==> src/rtl/matmul_seq.sv <==
// matmul_seq: sequential fixed-point matrix multiplier O = A*B (+bias, ReLU, saturation),
// one multiply-accumulate per clock with start/busy/done handshake.
`default_nettype none

module matmul_seq #(
  parameter int S = 32,
  parameter int F = 16,
  parameter int H = 4,
  parameter int W = 1,
  parameter int C = 2
) (
  input  logic             clk,
  input  logic             rst_n,
  input  logic             start,
  input  logic [H*C*S-1:0] a,
  input  logic [C*W*S-1:0] b,
  input  logic [H*W*S-1:0] bias,
  input  logic             bias_en,
  input  logic             relu_en,
  output logic [H*W*S-1:0] o,
  output logic             busy,
  output logic             done,
  output logic             ovf
);

  localparam int IW = (H > 1) ? $clog2(H) : 1;
  localparam int JW = (W > 1) ? $clog2(W) : 1;
  localparam int KW = (C > 1) ? $clog2(C) : 1;
  localparam int AW = 2*S + $clog2(C) + 1;
  // One extra bit so adding the shifted bias to a full-range accumulator cannot wrap.
  localparam int FW = AW + 1;

  localparam logic [IW-1:0] c_ilast = IW'(H-1);
  localparam logic [JW-1:0] c_jlast = JW'(W-1);
  localparam logic [KW-1:0] c_klast = KW'(C-1);

  typedef enum logic [1:0] {ST_IDLE, ST_MAC, ST_WB, ST_DONE} state_t;

  state_t                r_state;
  logic [H*C*S-1:0]      r_a;
  logic [C*W*S-1:0]      r_b;
  logic [H*W*S-1:0]      r_bias;
  logic                  r_bias_en;
  logic                  r_relu_en;
  logic [IW-1:0]         r_i;
  logic [JW-1:0]         r_j;
  logic [KW-1:0]         r_k;
  logic signed [AW-1:0]  r_acc;
  logic signed [S-1:0]   r_o [H][W];
  logic                  r_busy;
  logic                  r_done;
  logic                  r_ovf;

  logic signed [S-1:0]   w_a    [H][C];
  logic signed [S-1:0]   w_b    [C][W];
  logic signed [S-1:0]   w_bias [H][W];

  genvar gi, gj;
  generate
    for (gi = 0; gi < H; gi++) begin : g_a_row
      for (gj = 0; gj < C; gj++) begin : g_a_col
        assign w_a[gi][gj] = r_a[(H*C-(gi*C+gj))*S-1 -: S];
      end
    end
    for (gi = 0; gi < C; gi++) begin : g_b_row
      for (gj = 0; gj < W; gj++) begin : g_b_col
        assign w_b[gi][gj] = r_b[(C*W-(gi*W+gj))*S-1 -: S];
      end
    end
    for (gi = 0; gi < H; gi++) begin : g_o_row
      for (gj = 0; gj < W; gj++) begin : g_o_col
        assign w_bias[gi][gj] = r_bias[(H*W-(gi*W+gj))*S-1 -: S];
        assign o[(H*W-(gi*W+gj))*S-1 -: S] = r_o[gi][gj];
      end
    end
  endgenerate

  logic signed [2*S-1:0] w_prod;
  logic signed [AW-1:0]  w_acc_next;
  logic signed [FW-1:0]  w_bias_ext;
  logic signed [FW-1:0]  w_sum;
  logic signed [FW-1:0]  w_shr;
  logic                  w_in_range;
  logic signed [S-1:0]   w_sat;
  logic signed [S-1:0]   w_fin;

  assign w_prod     = (2*S)'(w_a[r_i][r_k]) * (2*S)'(w_b[r_k][r_j]);
  assign w_acc_next = r_acc + AW'(w_prod);
  assign w_bias_ext = FW'(w_bias[r_i][r_j]) <<< F;
  assign w_sum      = FW'(r_acc) + (r_bias_en ? w_bias_ext : '0);
  assign w_shr      = w_sum >>> F;
  // In range when every bit from the S-bit sign position upward agrees.
  assign w_in_range = (&w_shr[FW-1:S-1]) | ~(|w_shr[FW-1:S-1]);
  assign w_sat      = w_in_range ? w_shr[S-1:0]
                    : (w_shr[FW-1] ? {1'b1, {(S-1){1'b0}}} : {1'b0, {(S-1){1'b1}}});
  assign w_fin      = (r_relu_en && w_sat[S-1]) ? '0 : w_sat;

  always_ff @(posedge clk or negedge rst_n) begin
    if (!rst_n) begin
      r_state   <= ST_IDLE;
      r_a       <= '0;
      r_b       <= '0;
      r_bias    <= '0;
      r_bias_en <= 1'b0;
      r_relu_en <= 1'b0;
      r_i       <= '0;
      r_j       <= '0;
      r_k       <= '0;
      r_acc     <= '0;
      r_busy    <= 1'b0;
      r_done    <= 1'b0;
      r_ovf     <= 1'b0;
      for (int i = 0; i < H; i++)
        for (int j = 0; j < W; j++)
          r_o[i][j] <= '0;
    end else begin
      r_done <= 1'b0;
      case (r_state)
        ST_IDLE: begin
          if (start) begin
            r_a       <= a;
            r_b       <= b;
            r_bias    <= bias;
            r_bias_en <= bias_en;
            r_relu_en <= relu_en;
            r_i       <= '0;
            r_j       <= '0;
            r_k       <= '0;
            r_acc     <= '0;
            r_ovf     <= 1'b0;
            r_busy    <= 1'b1;
            r_state   <= ST_MAC;
          end
        end
        ST_MAC: begin
          r_acc <= w_acc_next;
          if (r_k == c_klast) begin
            r_k     <= '0;
            r_state <= ST_WB;
          end else begin
            r_k <= r_k + KW'(1);
          end
        end
        ST_WB: begin
          r_o[r_i][r_j] <= w_fin;
          r_acc         <= '0;
          if (!w_in_range) r_ovf <= 1'b1;
          if (r_i == c_ilast && r_j == c_jlast) begin
            r_busy  <= 1'b0;
            r_done  <= 1'b1;
            r_state <= ST_DONE;
          end else begin
            if (r_j == c_jlast) begin
              r_j <= '0;
              r_i <= r_i + IW'(1);
            end else begin
              r_j <= r_j + JW'(1);
            end
            r_state <= ST_MAC;
          end
        end
        default: begin
          r_state <= ST_IDLE;
        end
      endcase
    end
  end

  assign busy = r_busy;
  assign done = r_done;
  assign ovf  = r_ovf;

endmodule

`default_nettype wire

==> config.mk <==
export PLATFORM = sky130hd
export DESIGN_NAME = matmul_seq
export DESIGN_NICKNAME = d
export VERILOG_FILES = /design/src/rtl/matmul_seq.sv
export SDC_FILE = /design/constraint.sdc
export NUM_CORES = 2
export LEC_CHECK = 0
export CAP_MARGIN = 20
export CORE_AREA = 2 2 424 426
export CTS_CLUSTER_DIAMETER = 200
export DETAILED_ROUTE_END_ITERATION = 10
export DIE_AREA = 0 0 426 428
export GPL_ROUTABILITY_DRIVEN = 0
export PLACE_DENSITY_LB_ADDON = 0.1
export SLEW_MARGIN = 20
export SYNTH_ARGS = -nofsm -noshare
export SYNTH_HDL_FRONTEND = slang
export SYNTH_SLANG_ARGS = --single-unit
==> constraint.sdc <==
create_clock -name clk -period 14.25 [get_ports clk]
set_input_delay 1.425 -clock clk [delete_from_list [all_inputs] [get_ports clk]]
set_output_delay 1.425 -clock clk [all_outputs]
set_load 0.05 [all_outputs]
After elaboration in Yosys (flattened, before gate mapping)
Cells that the tools add are included.
Word-level totals
  output and inout bits: 131
  word-level logic and storage cells: 105
  register bits after elaboration: 653
Cells by class
  bitwise operators: 5
  reduce and logical (&&, ||, !) cells: 18
  add/subtract/negate cells: 5
  multiply operators: 1
  $lt $le $gt $ge: 5
  multiplexer cells: 45
  eq/ne operators: 9
Operators by type and width (count)
  32-bit 2-to-1 mux: 15
  66-bit case mux with 3 select lines: 1
  64-bit binary-select mux with 2-bit select: 1
  128-bit bitwise mux: 1
  64-bit 2-to-1 mux: 2
  67-bit adder: 1
  67-bit 2-to-1 mux: 1
  66-bit by 64-bit adder with 66-bit output: 1
  66-bit 2-to-1 mux: 1
  32-bit binary-select mux with 2-bit select: 1
  32-bit demux with 2-bit select: 1
  32-bit by 32-bit multiplier with 64-bit output: 1
  20-bit AND reduction: 1
  20-bit OR reduction: 1
  2-bit 2-to-1 mux: 6
  2-bit != test, second input constant: 6
  1-bit 2-to-1 mux: 9
  3-bit AND reduction: 3
  1-bit case mux with 2 select lines: 4
  2-bit AND reduction: 4
  2-bit case mux with 3 select lines: 1
  2-bit == test, second input constant: 2
  1-bit logical AND: 4
  2-bit case mux with 2 select lines: 1
  other kinds (16): 19

Longest topological paths before layout
  word-level depth: 14
  mapped depth: 36
  gate-level depth less buffers: 32

Least setup slack after synthesis
No wires, ideal clock.
  kind: reg2reg
  start point: register r_i[0]
  end point: register r_acc[60]
  setup slack: 3.387 ns
  buffers on the path: 4
  library setup time: 0.133 ns
  data arrival time: 10.730 ns
  stages on the path, launching flop included: 34
  clock period less this slack: 10.863 ns
  cells stage by stage: dfrtp_1 clkbuf_1 clkbuf_1 mux4_2 mux2_2 clkbuf_1 nand2_1 fa_1 fa_1 inv_1 fa_1 inv_1 fa_1 inv_1 fa_1 fa_1 fa_1 inv_1 fa_1 inv_1 ha_1 clkbuf_1 a21o_1 a21o_1 a21oi_1 o21ai_0 a221o_1 a221oi_1 o41ai_1 a31o_2 a21boi_0 o21ai_0 a311oi_1 o31ai_1
Between the ends
  cells in the longest elaborated chain, start to end: 10
RTL lines
  start, declared: line 45  | logic [IW-1:0] r_i;
  start signal, assigned: line 155  | r_i <= r_i + IW'(1);
  2-bit NOT with 3-bit output (not written as such): line 87  | assign w_prod = (2*S)'(w_a[r_i][r_k]) * (2*S)'(w_b[r_k][r_j]);
  64-bit binary-select mux with 2-bit select: line 87
  64-bit 2-to-1 mux (not written as such) (2 in series): line 87
  32-bit 2-to-1 mux (not written as such) (3 in series): line 87
  32-bit by 32-bit multiplier with 64-bit output: line 87
  66-bit by 64-bit adder with 66-bit output: line 88  | assign w_acc_next = r_acc + AW'(w_prod);
  66-bit case mux with 3 select lines: line 118  | case (r_state)
  end signal, assigned: line 136  | r_acc <= w_acc_next;
  end, declared: line 48  | logic signed [AW-1:0] r_acc;
No other way between the ends. The select of a mux whose other input is x is not followed.
A chain may end at the register's enable or synchronous reset.

Final worst setup path
Ends and elaborated chain as after synthesis.

==> flow_summary.yaml <==
synthesis:
  avgSynthCellArea_um2: 9.205
  synth_most_common_cell: "nand2_1"
  synth_seq_cells: 652
  ys.flop_type: "dfrtp_1"
  async_flop_share_pct: 100.0
  yosysUniqueCellTypes: 74
  synth.yosys.seq_area_share_pct: 23.08
  synthTopCellsByCount: "nand2_1, inv_1, fa_1, nor2_1, dfrtp_1"
  synth_cells: 7679
  synth.area.top_cells: "fa_1, dfrtp_1, nand2_1"
  yosysTopAreaCellShare_pct: 34.95
  synth_nets: 9642
  ys_warn_count: 0
  yosys.area.top_type: "fa_1"
  synth_enable_flop_cells: 0
  synth_area_mm2: 0.07069
timing:
  tns_ps: 0
  rsz0062_at_grt: "false"
  final-setup-viol-count: 0
  period_needed_ps: 11170
  hold_viol: 0
  max_slew.worst_pin.slew_ps: 1280
  fin_crit_sh_pct: 78.40
  slew_viol_final: 0
  timing.fmax_mhz: 89.51
  relSlewSlack_pct: 14.69
  clock-skew-final_ps: 51.44
global_route:
  grt_first_pass_wirelength_um: 362000
  gr-usage-met1_pct: 35.35
  busiest_layer: "met2"
  grt_max_degree: 217
  use_met2_pct: 43.97
  use_met3_pct: 4.547
  track_usage_pct: 26.59
  grt_pass1_vias: 57413
  antenna_found_initial: 20
  grt_overflow: 0
critical_path:
  cp_common_cell: "fa_1"
  cp-startpoint: "r_i[0]"
  reg2reg_depth: 30
  critPathMaxStageDelay_ps: 860
  regToRegStartpoint: "r_i[0]"
  slowest_stage: "dfrtp_4"
  critical_path_required_ps: 14850
  reg2reg_slack_ps: 3080
  end_kind: "flip-flop"
  crit_arrival_ps: 11770
  crit_end: "r_acc[60]"
  startpoint_type: "flip-flop"
  r2r-end: "r_acc[60]"
  path_class: "reg2reg"
  cp_max_fo: 32
route:
  final_antenna_net_count: 0
  viasPerCell: 5.156
  wire_per_inst_um: 22.73
  dr.pass1.iters: 6
  wirelength_um: 239000
  drt_iter0_drc: 4159
  post-route-drc-count: 0
  dr_total_vias: 54216
cts:
  cts_sinks: 652
  clockBufferDepth: 3
  cts_made_buffers: 82
  cts_resized: 0
  clk_latency_ps: 730
  post_cts_buffers: 0
  cts-root-buf: "clkbuf_16"
  hold_buffers: 0
  htree_levels: 3
  path_clk_slew_ps: 60
  cts_tree: "done"
floorplan:
  die_w_um: 426
  core_mm2: 0.1776
  rows: 155
  start_util_pct: 39.79
  ios: 584
  die_area_mm2: 0.1823
  fp.dieH_um: 428
layout:
  final_design_area_no_fill_mm2: 0.08202
  num-nets-final: 10046
  drive_gt1_share_pct: 5.523
  syn2layout_area_growth_pct: 16.03
flow_run:
  max_cap_violations: 0
min_path:
  hold_path.class: "reg2reg"
  min-delay-start: "r_a[89]"
status:
  status: "finished clean"
place:
  numPortBuffers: 583
  dpl_cell_area_mm2: 0.07915
  hpwl_um: 187500
==> cell type report <==
class / count / area [um2]
clock inverter: 32 / 450.4
inverter: 1305 / 4900
clock buffer: 117 / 2355
timing repair buffer: 693 / 6753
sequential: 652 / 16330
fill: 17406 / 95630
tap: 2355 / 2947
antenna: 13 / 32.53
multi-input combinational: 5349 / 48260
==> stage by stage <==
| stage | hold slack (ps) | instances | utilization, % | worst slack, ps |
|---|---|---|---|---|
| 2_1_floorplan | 440.1 | 7679 | - | 3387 |
| 3_3_place_gp | 452.6 | 10353 | 44.55 | 3241 |
| 3_5_place_dp | 458.4 | 10353 | 44.55 | 3175 |
| 4_1_cts | 472.2 | 10502 | 46.13 | 3135 |
| 5_1_grt | 487.2 | 10513 | 46.17 | 2541 |
| 6_report | 468.1 | 10516 | 46.17 | 3078 |
==> how the worst min path moves through the flow <==
stage                  to  depth (start not counted)
6_report          r_a[89]                          2
5_1_grt        r_bias[48]                          2
4_1_cts           r_a[89]                          2
3_5_place_dp      r_a[89]                          2
3_3_place_gp      r_a[89]                          2
2_1_floorplan      r_b[0]                          2
==> registers in the layout (all words and copies together), names as in the netlist, 2 cells and up <==
name     flops
o          128
r_a        256
r_acc       66
r_b         64
r_bias     128
r_i          2
r_state      2
==> cell usage in the layout, fill, tap and decap left out, types with 17 or more instances in the layout <==
cell type	synthesis	final
buf_4	8	103
o21ai_0	129	129
a311oi_1	18	18
nand4_1	23	23
nor3_1	26	26
dfrtp_1	652	649
inv_1	1304	1303
fa_1	1234	1234
mux4_2	96	96
o21bai_1	18	18
mux2i_2	0	17
mux2_2	57	57
a21oi_1	115	115
clkbuf_16	0	83
a21o_1	62	61
and3_1	17	17
clkbuf_1	325	19
xnor2_1	66	66
nand2_1	2022	2020
xor2_1	45	45
mux2i_1	59	31
clkdlybuf4s50_1	0	582
nand3_1	31	31
and2_1	80	76
nand2b_1	21	20
nor2_1	661	661
ha_1	276	276
a211oi_1	119	119
==> metal layers <==
| layer | wire (um) | part of all wire [%] | vias to the layer above |
|---|---|---|---|
| met4 | 8606 | 3.6 | 4 |
| met3 | 14540 | 6.1 | 332 |
| met2 | 117600 | 49 | 1507 |
| met1 | 98310 | 41 | 28255 |
| met5 | 27 | 0.011 | - |
| li1 | - | - | 24118 |
==> critical path, delay by kind of cell (launching register included) <==
kind                       cells  cell delay, ps
buffers and inverters          6             890
and+or+nand+nor                5             830
muxes                          2            1180
AOI/OAI and AO/OA              8            2910
DFF                            1             860
adders and majority gates      9            4360
==> cell families after synthesis <==
family	after synthesis	share of synthesized area (%)
AOI/OAI and AO/OA	590	5.600
xor gates and xnor gates	111	1.375
adders and majority gates	1510	39.83
buffers and inverters	1678	8.971
DFF	652	23.08
muxes	212	4.802
and+or+nand+nor	2926	16.34
Power is not shown: default switching activity piles up to over one toggle a cycle in this logic, so the estimate is an artifact.
